`src/rtl/dram_sched_ctrl.sv`:
```
// Multi-channel DRAM command scheduler: per-channel request FIFOs, round-robin grant,
// PRE/ACT/RW sequencing with open-row tracking. Define OPEN_PAGE_EN for the open-page policy.

module dram_sched_fifo #(
  parameter int W     = 8,
  parameter int DEPTH = 4
) (
  input  logic         clk,
  input  logic         rst_b,
  input  logic         push,
  input  logic         pop,
  input  logic [W-1:0] din,
  output logic [W-1:0] dout,
  output logic         not_empty,
  output logic         ready
);
  localparam int PW = $clog2(DEPTH);

  logic [W-1:0]  mem [DEPTH];
  logic [PW-1:0] rd_ptr, wr_ptr;
  logic [PW:0]   cnt, cnt_d;
  logic          wr_en;

  assign wr_en     = push && ready;
  assign cnt_d     = cnt + (PW+1)'(wr_en) - (PW+1)'(pop);
  assign dout      = mem[rd_ptr];
  assign not_empty = (cnt != '0);

  always_ff @(posedge clk or negedge rst_b) begin
    if (!rst_b) begin
      rd_ptr <= '0;
      wr_ptr <= '0;
      cnt    <= '0;
      ready  <= 1'b1;
    end else begin
      if (wr_en) wr_ptr <= wr_ptr + PW'(1);
      if (pop)   rd_ptr <= rd_ptr + PW'(1);
      cnt   <= cnt_d;
      ready <= (cnt_d != (PW+1)'(DEPTH));
    end
  end

  always_ff @(posedge clk) begin
    if (wr_en) mem[wr_ptr] <= din;
  end
endmodule

module dram_sched_ctrl #(
  parameter int  NUM_OF_REQ   = 8,
  parameter int  ADDR_WIDTH   = 22,
  parameter int  DATA_WIDTH   = 1,
  parameter int  NUM_OF_BANKS = 8,
  parameter int  NUM_OF_ROWS  = 128,
  parameter int  NUM_OF_COLS  = 8,
  parameter int  QUEUE_DEPTH  = 4,
  parameter int  T_RP         = 2,
  parameter int  T_RCD        = 2,
  parameter int  T_CL         = 3,
  localparam int BANK_W = $clog2(NUM_OF_BANKS),
  localparam int ROW_W  = $clog2(NUM_OF_ROWS),
  localparam int COL_W  = $clog2(NUM_OF_COLS),
  localparam int ID_W   = (NUM_OF_REQ > 1) ? $clog2(NUM_OF_REQ) : 1
) (
  input  logic                             clk,
  input  logic                             rst_b,
  input  logic [NUM_OF_REQ-1:0]            req_valid,
  output logic [NUM_OF_REQ-1:0]            req_ready,
  input  logic [NUM_OF_REQ-1:0]            req_rw,
  input  logic [NUM_OF_REQ*ADDR_WIDTH-1:0] req_addr,
  input  logic [NUM_OF_REQ*DATA_WIDTH-1:0] req_wdata,
  output logic [1:0]                       cmd,
  output logic [BANK_W-1:0]                bank_sel,
  output logic [ROW_W-1:0]                 row_addr,
  output logic [COL_W-1:0]                 col_addr,
  output logic                             dram_we,
  output logic [DATA_WIDTH-1:0]            dram_data_out,
  input  logic [DATA_WIDTH-1:0]            dram_data_in,
  output logic                             rsp_valid,
  output logic [ID_W-1:0]                  rsp_id,
  output logic                             rsp_rw,
  output logic [DATA_WIDTH-1:0]            rsp_data
);
  localparam int ENT_W = 1 + ADDR_WIDTH + DATA_WIDTH;
  localparam int T_MAX = (T_RP > T_RCD) ? ((T_RP > T_CL) ? T_RP : T_CL)
                                        : ((T_RCD > T_CL) ? T_RCD : T_CL);
  localparam int CNT_W = $clog2(T_MAX + 1);
  localparam logic [CNT_W-1:0] RP_LD  = CNT_W'((T_RP  > 1) ? T_RP  - 2 : 0);
  localparam logic [CNT_W-1:0] RCD_LD = CNT_W'((T_RCD > 1) ? T_RCD - 2 : 0);
  localparam logic [CNT_W-1:0] CL_LD  = CNT_W'(T_CL - 1);

  typedef enum logic [2:0] {S_IDLE, S_PRE, S_ACT, S_RW, S_WAIT, S_RDWAIT, S_CPRE} state_t;
`ifdef OPEN_PAGE_EN
  localparam state_t S_DONE = S_IDLE;
`else
  localparam state_t S_DONE = S_CPRE;
`endif

  state_t state, state_d, wait_tgt, tgt_d;
  logic [CNT_W-1:0] tmr, tmr_d;

  logic [NUM_OF_REQ-1:0]            fifo_ne, fifo_pop;
  logic [NUM_OF_REQ-1:0][ENT_W-1:0] fifo_head;
  logic [ID_W-1:0]                  rr_ptr, win;
  logic                             grant;

  logic [ENT_W-1:0]      hd;
  logic [ADDR_WIDTH-1:0] hd_addr;
  logic [BANK_W-1:0]     hd_bank;
  logic [ROW_W-1:0]      hd_row;

  logic [ID_W-1:0]       w_id;
  logic                  w_rw;
  logic [BANK_W-1:0]     w_bank;
  logic [ROW_W-1:0]      w_row;
  logic [COL_W-1:0]      w_col;
  logic [DATA_WIDTH-1:0] w_wdata;

  logic [NUM_OF_BANKS-1:0]            open_vld;
  logic [NUM_OF_BANKS-1:0][ROW_W-1:0] open_row;
  logic [BANK_W-1:0] bank_q;
  logic [ROW_W-1:0]  row_q;
  logic [COL_W-1:0]  col_q;
  logic              cmd_cyc;

  for (genvar i = 0; i < NUM_OF_REQ; i++) begin : g_ch
    dram_sched_fifo #(.W(ENT_W), .DEPTH(QUEUE_DEPTH)) u_fifo (
      .clk       (clk),
      .rst_b     (rst_b),
      .push      (req_valid[i]),
      .pop       (fifo_pop[i]),
      .din       ({req_rw[i], req_addr[i*ADDR_WIDTH +: ADDR_WIDTH],
                   req_wdata[i*DATA_WIDTH +: DATA_WIDTH]}),
      .dout      (fifo_head[i]),
      .not_empty (fifo_ne[i]),
      .ready     (req_ready[i])
    );
  end

  // Round-robin: first non-empty channel at or after the pointer, only while idle.
  always_comb begin
    int idx;
    idx   = 0;
    grant = 1'b0;
    win   = '0;
    for (int k = 0; k < NUM_OF_REQ; k++) begin
      idx = int'(rr_ptr) + k;
      if (idx >= NUM_OF_REQ) idx = idx - NUM_OF_REQ;
      if (!grant && fifo_ne[idx]) begin
        grant = 1'b1;
        win   = ID_W'(idx);
      end
    end
    if (state != S_IDLE) grant = 1'b0;
  end

  always_comb begin
    fifo_pop = '0;
    for (int i = 0; i < NUM_OF_REQ; i++) fifo_pop[i] = grant && (win == ID_W'(i));
  end

  assign hd      = fifo_head[win];
  assign hd_addr = hd[DATA_WIDTH +: ADDR_WIDTH];
  assign hd_bank = hd_addr[COL_W +: BANK_W];
  assign hd_row  = hd_addr[COL_W+BANK_W +: ROW_W];

  always_ff @(posedge clk or negedge rst_b) begin
    if (!rst_b) begin
      state    <= S_IDLE;
      wait_tgt <= S_IDLE;
      tmr      <= '0;
    end else begin
      state    <= state_d;
      wait_tgt <= tgt_d;
      tmr      <= tmr_d;
    end
  end

  always_comb begin
    state_d = state;
    tgt_d   = wait_tgt;
    tmr_d   = tmr;
    case (state)
      S_IDLE: if (grant) begin
        if (!open_vld[hd_bank])               state_d = S_ACT;
        else if (open_row[hd_bank] == hd_row) state_d = S_RW;
        else                                  state_d = S_PRE;
      end
      S_PRE: begin
        state_d = (T_RP > 1) ? S_WAIT : S_ACT;
        tgt_d   = S_ACT;
        tmr_d   = RP_LD;
      end
      S_ACT: begin
        state_d = (T_RCD > 1) ? S_WAIT : S_RW;
        tgt_d   = S_RW;
        tmr_d   = RCD_LD;
      end
      S_RW: begin
        state_d = w_rw ? S_DONE : S_RDWAIT;
        tmr_d   = CL_LD;
      end
      S_WAIT: begin
        if (tmr == '0) state_d = wait_tgt;
        else           tmr_d   = tmr - CNT_W'(1);
      end
      S_RDWAIT: begin
        if (tmr == '0) state_d = S_DONE;
        else           tmr_d   = tmr - CNT_W'(1);
      end
      S_CPRE: begin
        // Closing precharge overlaps the response; hold off new grants for tRP.
        state_d = (T_RP > 1) ? S_WAIT : S_IDLE;
        tgt_d   = S_IDLE;
        tmr_d   = RP_LD;
      end
      default: state_d = S_IDLE;
    endcase
  end

  always_comb begin
    cmd     = 2'b00;
    dram_we = 1'b0;
    case (state)
      S_PRE, S_CPRE: cmd = 2'b11;
      S_ACT:         cmd = 2'b01;
      S_RW: begin
        cmd     = 2'b10;
        dram_we = w_rw;
      end
      default: cmd = 2'b00;
    endcase
  end

  assign cmd_cyc       = (cmd != 2'b00);
  assign bank_sel      = cmd_cyc ? w_bank : bank_q;
  assign row_addr      = cmd_cyc ? w_row  : row_q;
  assign col_addr      = cmd_cyc ? w_col  : col_q;
  assign dram_data_out = dram_we ? w_wdata : '0;

  always_ff @(posedge clk or negedge rst_b) begin
    if (!rst_b) begin
      rr_ptr    <= '0;
      w_id      <= '0;
      w_rw      <= 1'b0;
      w_bank    <= '0;
      w_row     <= '0;
      w_col     <= '0;
      w_wdata   <= '0;
      open_vld  <= '0;
      open_row  <= '0;
      bank_q    <= '0;
      row_q     <= '0;
      col_q     <= '0;
      rsp_valid <= 1'b0;
      rsp_id    <= '0;
      rsp_rw    <= 1'b0;
      rsp_data  <= '0;
    end else begin
      rsp_valid <= 1'b0;
      if (grant) begin
        w_id    <= win;
        w_rw    <= hd[ENT_W-1];
        w_bank  <= hd_bank;
        w_row   <= hd_row;
        w_col   <= hd_addr[COL_W-1:0];
        w_wdata <= hd[DATA_WIDTH-1:0];
        rr_ptr  <= (win == ID_W'(NUM_OF_REQ-1)) ? '0 : win + ID_W'(1);
      end
      if (cmd_cyc) begin
        bank_q <= w_bank;
        row_q  <= w_row;
        col_q  <= w_col;
      end
      if (state == S_ACT) begin
        open_vld[w_bank] <= 1'b1;
        open_row[w_bank] <= w_row;
      end
      if (state == S_PRE || state == S_CPRE) open_vld[w_bank] <= 1'b0;
      if (state == S_RW && w_rw) begin
        rsp_valid <= 1'b1;
        rsp_id    <= w_id;
        rsp_rw    <= 1'b1;
        rsp_data  <= '0;
      end
      if (state == S_RDWAIT && tmr == '0) begin
        rsp_valid <= 1'b1;
        rsp_id    <= w_id;
        rsp_rw    <= 1'b0;
        rsp_data  <= dram_data_in;
      end
    end
  end
endmodule

```
`config.mk`:
```
export PLATFORM = sky130hd
export DESIGN_NAME = dram_sched_ctrl
export DESIGN_NICKNAME = d
export VERILOG_FILES = /design/src/rtl/dram_sched_ctrl.sv
export SDC_FILE = /design/constraint.sdc
export NUM_CORES = 1
export LEC_CHECK = 0
export CELL_PAD_IN_SITES_DETAIL_PLACEMENT = 1
export CELL_PAD_IN_SITES_GLOBAL_PLACEMENT = 2
export CORE_ASPECT_RATIO = 0.7
export CORE_UTILIZATION = 39
export CTS_CLUSTER_SIZE = 8
export DETAILED_ROUTE_END_ITERATION = 10
export PLACE_DENSITY_LB_ADDON = 0.1
export SLEW_MARGIN = 0
export SYNTH_ARGS = -nofsm -noshare
export SYNTH_HDL_FRONTEND = slang
export SYNTH_SLANG_ARGS = --single-unit
```
`constraint.sdc`:
```
create_clock -name clk -period 5.67 [get_ports clk]
set_clock_uncertainty 0.15 [all_clocks]
set_input_delay 1.134 -clock clk [delete_from_list [all_inputs] [get_ports clk]]
set_output_delay 1.134 -clock clk [all_outputs]
set_load 0.005 [all_outputs]
```
==> results of run 1 <==
-- state kept, by name, indices dropped and copies added, names as in the netlist, 2 cells and up --
signal,flops
g_ch.u_fifo.mem,480
rr_ptr,3
g_ch.u_fifo.ready,8
w_id,3
wait_tgt,2
g_ch.u_fifo.wr_ptr,16
open_vld,8
g_ch.u_fifo.cnt,24
g_ch.u_fifo.rd_ptr,16
rsp_id,3
col_q,3
w_row,7
w_bank,3
open_row,56
w_col,3
tmr,2
state,3
bank_q,3
row_q,7
-- metrics by stage --
step	cell area, um^2	instances	power (mW)	hold slack [ns]
2_1_floorplan	28220	1673	12.95	0.2918
3_3_place_gp	31430	2802	16.89	0.3243
3_5_place_dp	31430	2802	17.07	0.3323
4_1_cts	34140	2966	22.36	0.3434
5_1_grt	34190	2968	23.39	0.3530
6_report	34200	2969	22.11	0.3356
-- cell usage in the layout, fill, tap and decap left out, types with 10 or more instances in the layout --
cell type        synthesis  routed
edfxtp_1               480     480
dfrtp_1                167     167
clkdlybuf4s50_1          0     160
mux4_2                 128     128
mux2i_1                100      96
mux2_2                  94      94
nand2_1                 92      92
clkbuf_16                0      92
buf_4                   11      92
inv_1                   65      65
clkbuf_1                53      63
ha_1                    57      57
o21ai_0                 43      43
and3_1                  40      40
xnor2_1                 34      34
nor2_1                  27      27
a22oi_1                 23      23
o211ai_1                17      17
a21oi_1                 16      16
xor2_1                  16      16
nor2b_1                 14      13
nor3_1                  11      11
a211oi_1                11      11
a31oi_1                 10      10
nand2b_1                10      10
-- how the worst max path moves through the flow --
stage | startpoint | slack [ns] | endpoint | cells past startpoint
2_1_floorplan | rr_ptr[0] | 0.03 | g_ch[7].u_fifo.ready | 25
3_3_place_gp | rr_ptr[0] | 0.14 | state[1] | 21
3_5_place_dp | rr_ptr[0] | 0.10 | state[1] | 19
4_1_cts | rr_ptr[0] | 0.11 | state[1] | 19
5_1_grt | rr_ptr[0] | 0.02 | state[1] | 21
6_report | rr_ptr[0] | 0.20 | state[1] | 21
-- routing by layer --
| layer | vias up | wire, um |
|---|---|---|
| li1 | 7010 | - |
| met2 | 311 | 32620 |
| met4 | 6 | 1406 |
| met5 | - | 36 |
| met1 | 8199 | 35030 |
| met3 | 99 | 3429 |
-- report_power, final --
group / internal, mW / switching, mW
clock: 3.09 / 2.07
sequential: 6.47 / 0.929
combinational: 4.38 / 5.18
-- kinds of logic after synthesis --
family | after synthesis
DFF | 655
muxes | 323
and+or+nand+nor | 242
AOI/OAI and AO/OA | 173
buffers and inverters | 165
adders and majority gates | 65
xor gates and xnor gates | 50
-- critical path: stages (launching register included) --
cell and delay [ns]:
dfrtp_1 0.37, clkinv_2 0.08, ha_1 0.32, inv_2 0.17
mux2i_1 0.15, mux4_2 0.50, o32ai_2 0.36, or3b_4 0.48
o31ai_4 0.40, buf_12 0.22, buf_4 0.19, mux2i_1 0.35
mux2i_1 0.13, mux2i_1 0.23, buf_4 0.20, nor2b_1 0.05
buf_4 0.15, a22o_1 0.22, a221oi_2 0.26, xnor2_1 0.17
nand4_1 0.11, o21ai_1 0.14
-- repair_timing --
item / CTS / global route
endpoints found under the hold margin: 0 / 0
gates resized for setup: 0 / 10
endpoints found under the setup margin: 0 / 8
buffers inserted: 0 / 2
-- area by class of cell --
| cell class | instances | area, um^2 |
|---|---|---|
| Antenna cell | 1 | 2.502 |
| Clock buffer | 155 | 2539 |
| Clock inverter | 9 | 173.9 |
| Fill cell | 6829 | 37320 |
| Inverter | 70 | 264.0 |
| Multi-Input combinational cell | 853 | 8776 |
| Sequential cell | 655 | 18800 |
| Tap cell | 966 | 1209 |
| Timing Repair Buffer | 260 | 2429 |
==> parameters.txt, run 1 <==
Parameter                              Value

Cells and area
  Count of nets after finishing ... 2200
  Post-Route Utilization ... 47.82%
  Share of post-route cells with drive strength above 1 ... a little under a quarter
  Synthesis-to-finish area growth ... 21.28%

Setup path
  Nature of the critical path startpoint ... flop
  Arr. time, crit path ... roughly 5.9 ns
  Worst reg2reg startpoint ... rr_ptr[0]
  Reg-to-reg critical path endpoint ... state[1]
  Setup Crit Path Kind ... flop to flop
  Slack of the worst reg-to-reg path ... 0.20 ns
  Type of destination of the critical path ... flop
  Highest fanout seen on the critical path ... 13
  Number of cells on the worst reg-to-reg path ... 21
  Required @ worst endpoint ... 6.12 ns

Place
  Global placer's final weighted congestion ... approximately 0.86
  Setup Slack @ Placement ... 0.1022 ns
  Port-buffer cells ... 161
  Half-perimeter wire length of the detailed placement result ... 50990 um

GRT
  Via count of the first global-routing pass ... 16.62k
  Met2 Use GR ... 30.06%
  Peak-usage layer in the global routing report ... met1
  Overall global routing resource usage ... between 20% and 30%
  M3 GR Usage ... 4.315%
  Initial antenna violation count ... 6
  Met1 layer usage reported by global route ... 30.40%
  Largest net degree at the start of global routing ... about 110
  Wire length of the first global-routing pass ... 108800 um
  GR Overflow Total ... 0

Synthesis
  Distinct cell type count of the synthesized netlist ... between 70 and 80
  Number of flops mapped to enable cells by yosys ... 480
  Syn_nets ... 1941
  Complex-gate fraction of the synthesized area ... approximately 4.3%
  Simple logic cell fraction of the synthesized area ... 4.389%
  Leading area contributor after synthesis ... edfxtp_1
  Synthesized netlist cell count ... 1673
  Library cell with the highest instance count after synthesis ... edfxtp_1
  Proportion of synthesized area in mux cells ... 17.58%
  Share of flip-flops with an asynchronous set or reset ... 26.72%
  Leading post-synthesis cells by cell area ... edfxtp_1 51%, dfrtp_1 15%, mux4_2 10%, mux2_2 3.8%, mux2i_1 3.6%
  Post-synthesis xor/xnor area fraction ... 1.553%
  Share of Yosys cell area claimed by the top area cell type ... 51.12%
  Post-Syn Area ... 28200 um^2
  Post-synthesis sequential area ratio ... 66.69%
  Synthesized area per cell ... 16.85 um^2
  Largest family of logic cells by synthesized area ... multiplexers
  Total of flip-flops plus latches after synthesis ... 655
  Most frequent cells after synthesis ... 480 x edfxtp_1, 167 x dfrtp_1, 128 x mux4_2
  Leading register cell type out of synthesis ... edfxtp_1
  Post-Synth Adder-Cell Area ... 3.097%
  Yosys synthesis warning count ... 0

Die
  Core area ... a little over 70000 um^2
  Vertical extent of the die ... approximately 230 um
  Initial standard-cell utilization of the core ... 39.43%
  I/O pin total ... ~230
  Number of placement rows ... 82
  Horizontal die dimension ... about 320 um
  Die area ... between 70000 and 80000 um^2

STA
  Final hold viol count ... 0
  Aggregate negative setup slack ... 0 ns
  Peak clock frequency supported by timing ... 182.9 MHz
  Period Utilization, post-route ... 96.44%
  Post-route minimum period ... 5.468 ns
  Worst-margin pin slew ... between 0.9 and 1 ns
  Final number of setup-violating endpoints ... 0
  Max Transition Viols Final ... 0
  Setup repair after global routing missed its margin ... false
  Max-slew headroom at the worst pin ... 33.65%
  Worst Slack Setup Final ... 0.2021 ns

Pwr
  Power per standard cell area ... 646.6 nW/um^2
  Leakage power figure ... 12.63 nW
  Worst supply voltage drop on vdd ... 0.0003164 V

Clock network
  Number of H-tree levels ... 3
  Clock input transition at the sequential cells of the worst setup and hold paths ... 0.06 ns
  Total clock buffers created by CTS ... 92
  Clock Path Buffers ... 3
  Quantity of hold-fixing buffers added after cts ... 0
  Sink count of the clock tree ... 655
  Clock latency at the later pin of the worst-skew pair ... 0.67 ns
  Clk root buf ... clkbuf_16
  CTS tree ... yes

Drt
  Number of search-and-repair iterations in the first detailed-routing pass ... 5
  Final wirelength ... 72520 um
  Routed via count ... 15.63k
  Via count normalized by instance count ... 5.263
  Average routed wire per standard cell ... 24.43 um
  Number of nets with antenna violations after routing ... 0
  DRC violation count after routing ... 0
  Iteration-0 DRC count of the detailed router ... 970

Min path
  Worst Hold Class ... input pin to async pin

Job
  Max-cap violation count ... 0

Run status
  Run status ... completed
No activity file was read; power rests on OpenSTA's default activity.
==> inputs of run 2 (changes only) <==
CORE_ASPECT_RATIO = 2   (was 0.7)
GPL_TIMING_DRIVEN = 0   (was unset)
==> parameters.txt, run 2 (synthesis gave the netlist of run 1 again) <==
Parameter                              Value

Run status
  Run status ... completed (unchanged)

STA
  Post-route minimum period ... 5.523 ns (was 5.468 ns)
  Max-slew headroom at the worst pin ... 26.99% (was 33.65%)
  Final number of setup-violating endpoints ... 0 (unchanged)
  Worst-margin pin slew ... 1.095 ns (was 0.9953 ns)
  Peak clock frequency supported by timing ... 181.1 MHz (was 182.9 MHz)
  Final hold viol count ... 0 (unchanged)
  Period Utilization, post-route ... 97.40% (was 96.44%)
  Max Transition Viols Final ... 0 (unchanged)

Setup path
  Biggest cell delay along the critical path ... 0.56 ns (was 0.50 ns)
  Highest fanout seen on the critical path ... 5 (was 13)
  CP Buf/Inv Count ... 4 (was 6)
  Type of destination of the critical path ... flop (unchanged)
  Cell seen most often among critical-path stages ... mux2i_1 (unchanged)
  Setup Crit Path Kind ... flop to flop (unchanged)
  Nature of the critical path startpoint ... flop (unchanged)
  Ordered list of cells on the worst path ... or3_1 -> mux4_2 -> a311o_1 -> o32ai_2 -> or3b_4 -> o31ai_4 -> clkbuf_16 -> buf_4 -> mux2i_1 -> mux2i_1 -> mux2i_2 -> buf_6 -> clkbuf_16 -> mux2i_4 -> mux2i_1 -> mux2_4 -> a21oi_4 -> a21oi_1 -> o21a_1 (was clkinv_2 -> ha_1 -> inv_2 -> mux2i_1 -> mux4_2 -> o32ai_2 -> or3b_4 -> o31ai_4 -> buf_12 -> buf_4 -> mux2i_1 -> mux2i_1 -> mux2i_1 -> buf_4 -> nor2b_1 -> buf_4 -> a22o_1 -> a221oi_2 -> xnor2_1 -> nand4_1 -> o21ai_1)
  Arr. time, crit path ... 5.93 ns (was 5.92 ns)
  Top delay family on crit path ... multiplexers (was compound AO/OA/AOI/OAI gates)
  Slowest library cell on the worst path ... or3_1 (was mux4_2)
  Required @ worst endpoint ... 6.07 ns (was 6.12 ns)

Die
  Number of placement rows ... 139 (was 82)
  Initial standard-cell utilization of the core ... 39.35% (was 39.43%)
  Die area ... 73440 um^2 (was 73390 um^2)
  Horizontal die dimension ... 192.1 um (was 323.4 um)
  I/O pin total ... 234 (unchanged)
  Core area ... 71650 um^2 (was 71510 um^2)
  Vertical extent of the die ... 382.3 um (was 227.0 um)

Cells and area
  Most common library cell in the layout ignoring fill and taps ... edfxtp_1 (unchanged)
  Biggest regs ... g_ch.u_fifo.mem x480, open_row x56, g_ch.u_fifo.cnt x24 (unchanged)
  Filler instances ... 6893 (was 6829)
  Post-route cell area ... 34570 um^2 (was 34200 um^2)
  Post-Route Utilization ... 48.24% (was 47.82%)
  Synthesis-to-finish area growth ... 22.60% (was 21.28%)
  Top reg by flops ... g_ch.u_fifo.mem (unchanged)
  Flip-flop count of the largest register, all copies and words added ... 480 (unchanged)
  Antenna diodes ... 0 (was 1)
  Top library cells by usage in the layout, fill and taps aside ... 480 x edfxtp_1, 166 x dfrtp_1, 160 x clkdlybuf4s50_1 (was 480 x edfxtp_1, 167 x dfrtp_1, 160 x clkdlybuf4s50_1)
  Count of nets after finishing ... 2234 (was 2200)
  Share of post-route cells with drive strength above 1 ... 23.33% (was 22.98%)

Pwr
  Comb power frac ... 46.3% (was 43.2%)
  Reg power frac ... 31.1% (was 33.5%)
  Leakage power figure ... 12.68 nW (was 12.63 nW)
  Switching component of the power ... 8.590 mW (was 8.175 mW)
  Power per standard cell area ... 657.6 nW/um^2 (was 646.6 nW/um^2)
  Clock network power share ... 22.6% (was 23.3%)
  Cell-internal power ... 14.14 mW (was 13.94 mW)
  Design Power ... 22.73 mW (was 22.11 mW)
  Switching part of the total power ... 37.79% (was 36.97%)
  Worst supply voltage drop on vdd ... 0.0005504 V (was 0.0003164 V)

Drt
  Final wirelength ... 77770 um (was 72520 um)
  Via count normalized by instance count ... 5.331 (was 5.263)
  Routed via count ... 15.74k (was 15.63k)
  Number of search-and-repair iterations in the first detailed-routing pass ... 4 (was 5)
  Number of nets with antenna violations after routing ... 0 (unchanged)
  Iteration-0 DRC count of the detailed router ... 617 (was 970)
  DRC violation count after routing ... 0 (unchanged)
  Average routed wire per standard cell ... 26.35 um (was 24.43 um)

Place
  Half-perimeter wire length of the detailed placement result ... 56070 um (was 50990 um)
  Global placer's final weighted congestion ... 0.9050 (was 0.8576)
  Port-buffer cells ... 161 (unchanged)
  Total placed instance area ... 31010 um^2 (was 31430 um^2)

GRT
  GR Overflow Total ... 0 (unchanged)
  Largest net degree at the start of global routing ... 98 (was 106)
  Via count of the first global-routing pass ... 17.71k (was 16.62k)
  Overall global routing resource usage ... 21.94% (was 20.34%)
  M3 GR Usage ... 4.658% (was 4.315%)
  Wire length of the first global-routing pass ... 114900 um (was 108800 um)
  Peak-usage layer in the global routing report ... met2 (was met1)
  Initial antenna violation count ... 7 (was 6)
  Met1 layer usage reported by global route ... 23.11% (was 30.40%)
  Met2 Use GR ... 41.45% (was 30.06%)

Clock network
  CTS tree ... yes (unchanged)
  Clock input transition at the sequential cells of the worst setup and hold paths ... 0.06 ns (about the same)
  Number of H-tree levels ... 3 (unchanged)
  Clk root buf ... clkbuf_16 (unchanged)
  Clock latency at the later pin of the worst-skew pair ... 0.68 ns (was 0.67 ns)
  Clock Path Buffers ... 3 (unchanged)
  Quantity of hold-fixing buffers added after cts ... 0 (unchanged)
  Total clock buffers created by CTS ... 91 (was 92)
  Sink count of the clock tree ... 655 (unchanged)

Job
  Max-cap violation count ... 0 (unchanged)

Min path
  Worst Hold Class ... input pin to async pin (unchanged)
-- run 2: cell count changes in the layout (fill, tap and decap cells not counted), sizes merged --
cell    delta
inv        -4
buf       -19
clkinv     +1
bufinv     -1
diode      -1
clkbuf    +57
-- run 2: final timing paths --
| path | startpoint | endpoint | slack [ns] | cells after the start |
|---|---|---|---|---|
| setup / recovery | g_ch[1].u_fifo.cnt[2] | state[0] | 0.15 | 19 |
| hold / removal | rst_b | rsp_valid | 0.31 | 1 |
| setup reg to reg | g_ch[1].u_fifo.cnt[2] | state[0] | 0.15 | 19 |
| hold reg to reg | rsp_rw | rsp_rw | 0.34 | 1 |
| max in group asynchronous | rst_b | g_ch[4].u_fifo.rd_ptr[1] | 4.05 | 2 |
| min in group clk | rsp_rw | rsp_rw | 0.34 | 1 |
-- run 2: power by group through the flow --
stage | sequential [mW] | combinational (mW) | clock (mW)
6_report | 7.07 | 10.5 | 5.13
5_1_grt | 7.19 | 11.4 | 5.40
4_1_cts | 7.06 | 10.3 | 5.26
3_5_place_dp | 7.11 | 9.43 | 0
3_3_place_gp | 7.03 | 9.30 | 0
2_1_floorplan | 6.89 | 6.06 | 0
-- run 2: area by class of cell --
class / instances / area [um^2] / area share, %
Clock inverter: 5 / 112.6 / 0.3258
Sequential cell: 655 / 18800 / 54.40
Buffer: 92 / 544.3 / 1.574
Tap cell: 916 / 1146 / 3.315
Timing Repair Buffer: 203 / 2033 / 5.882
Clock buffer: 158 / 2571 / 7.438
Inverter: 70 / 277.8 / 0.8035
Multi-Input combinational cell: 853 / 9079 / 26.26
-- run 2: per-stage QoR --
| stage | TNS (ns) | setup WS [ns] | hold slack (ns) | std cells |
|---|---|---|---|---|
| floorplan | 0 | 0.03291 | 0.2918 | 1673 |
| global placement | -884.41 | -4.877 | 0.3291 | 2750 |
| detailed placement | -56.82 | -2.138 | 0.3344 | 2751 |
| CTS | -0.01530 | -0.01258 | 0.3082 | 2932 |
| global route | -0.06214 | -0.03346 | 0.3460 | 2952 |
| finish | 0 | 0.1473 | 0.3066 | 2952 |
-- run 2: metal layers --
metal,vias up,part of all wire (%)
li1,7059,-
met1,8164,36
met2,344,56
met3,155,4.1
met4,14,3.8
met5,-,0.13
-- run 2: timing repair --
item / CTS / global route
pin swaps: 12 / 15
gates cloned: 1 / 1
setup endpoints to repair: 58 / 18
setup buffers: 20 / 20
gates resized for setup: 87 / 44
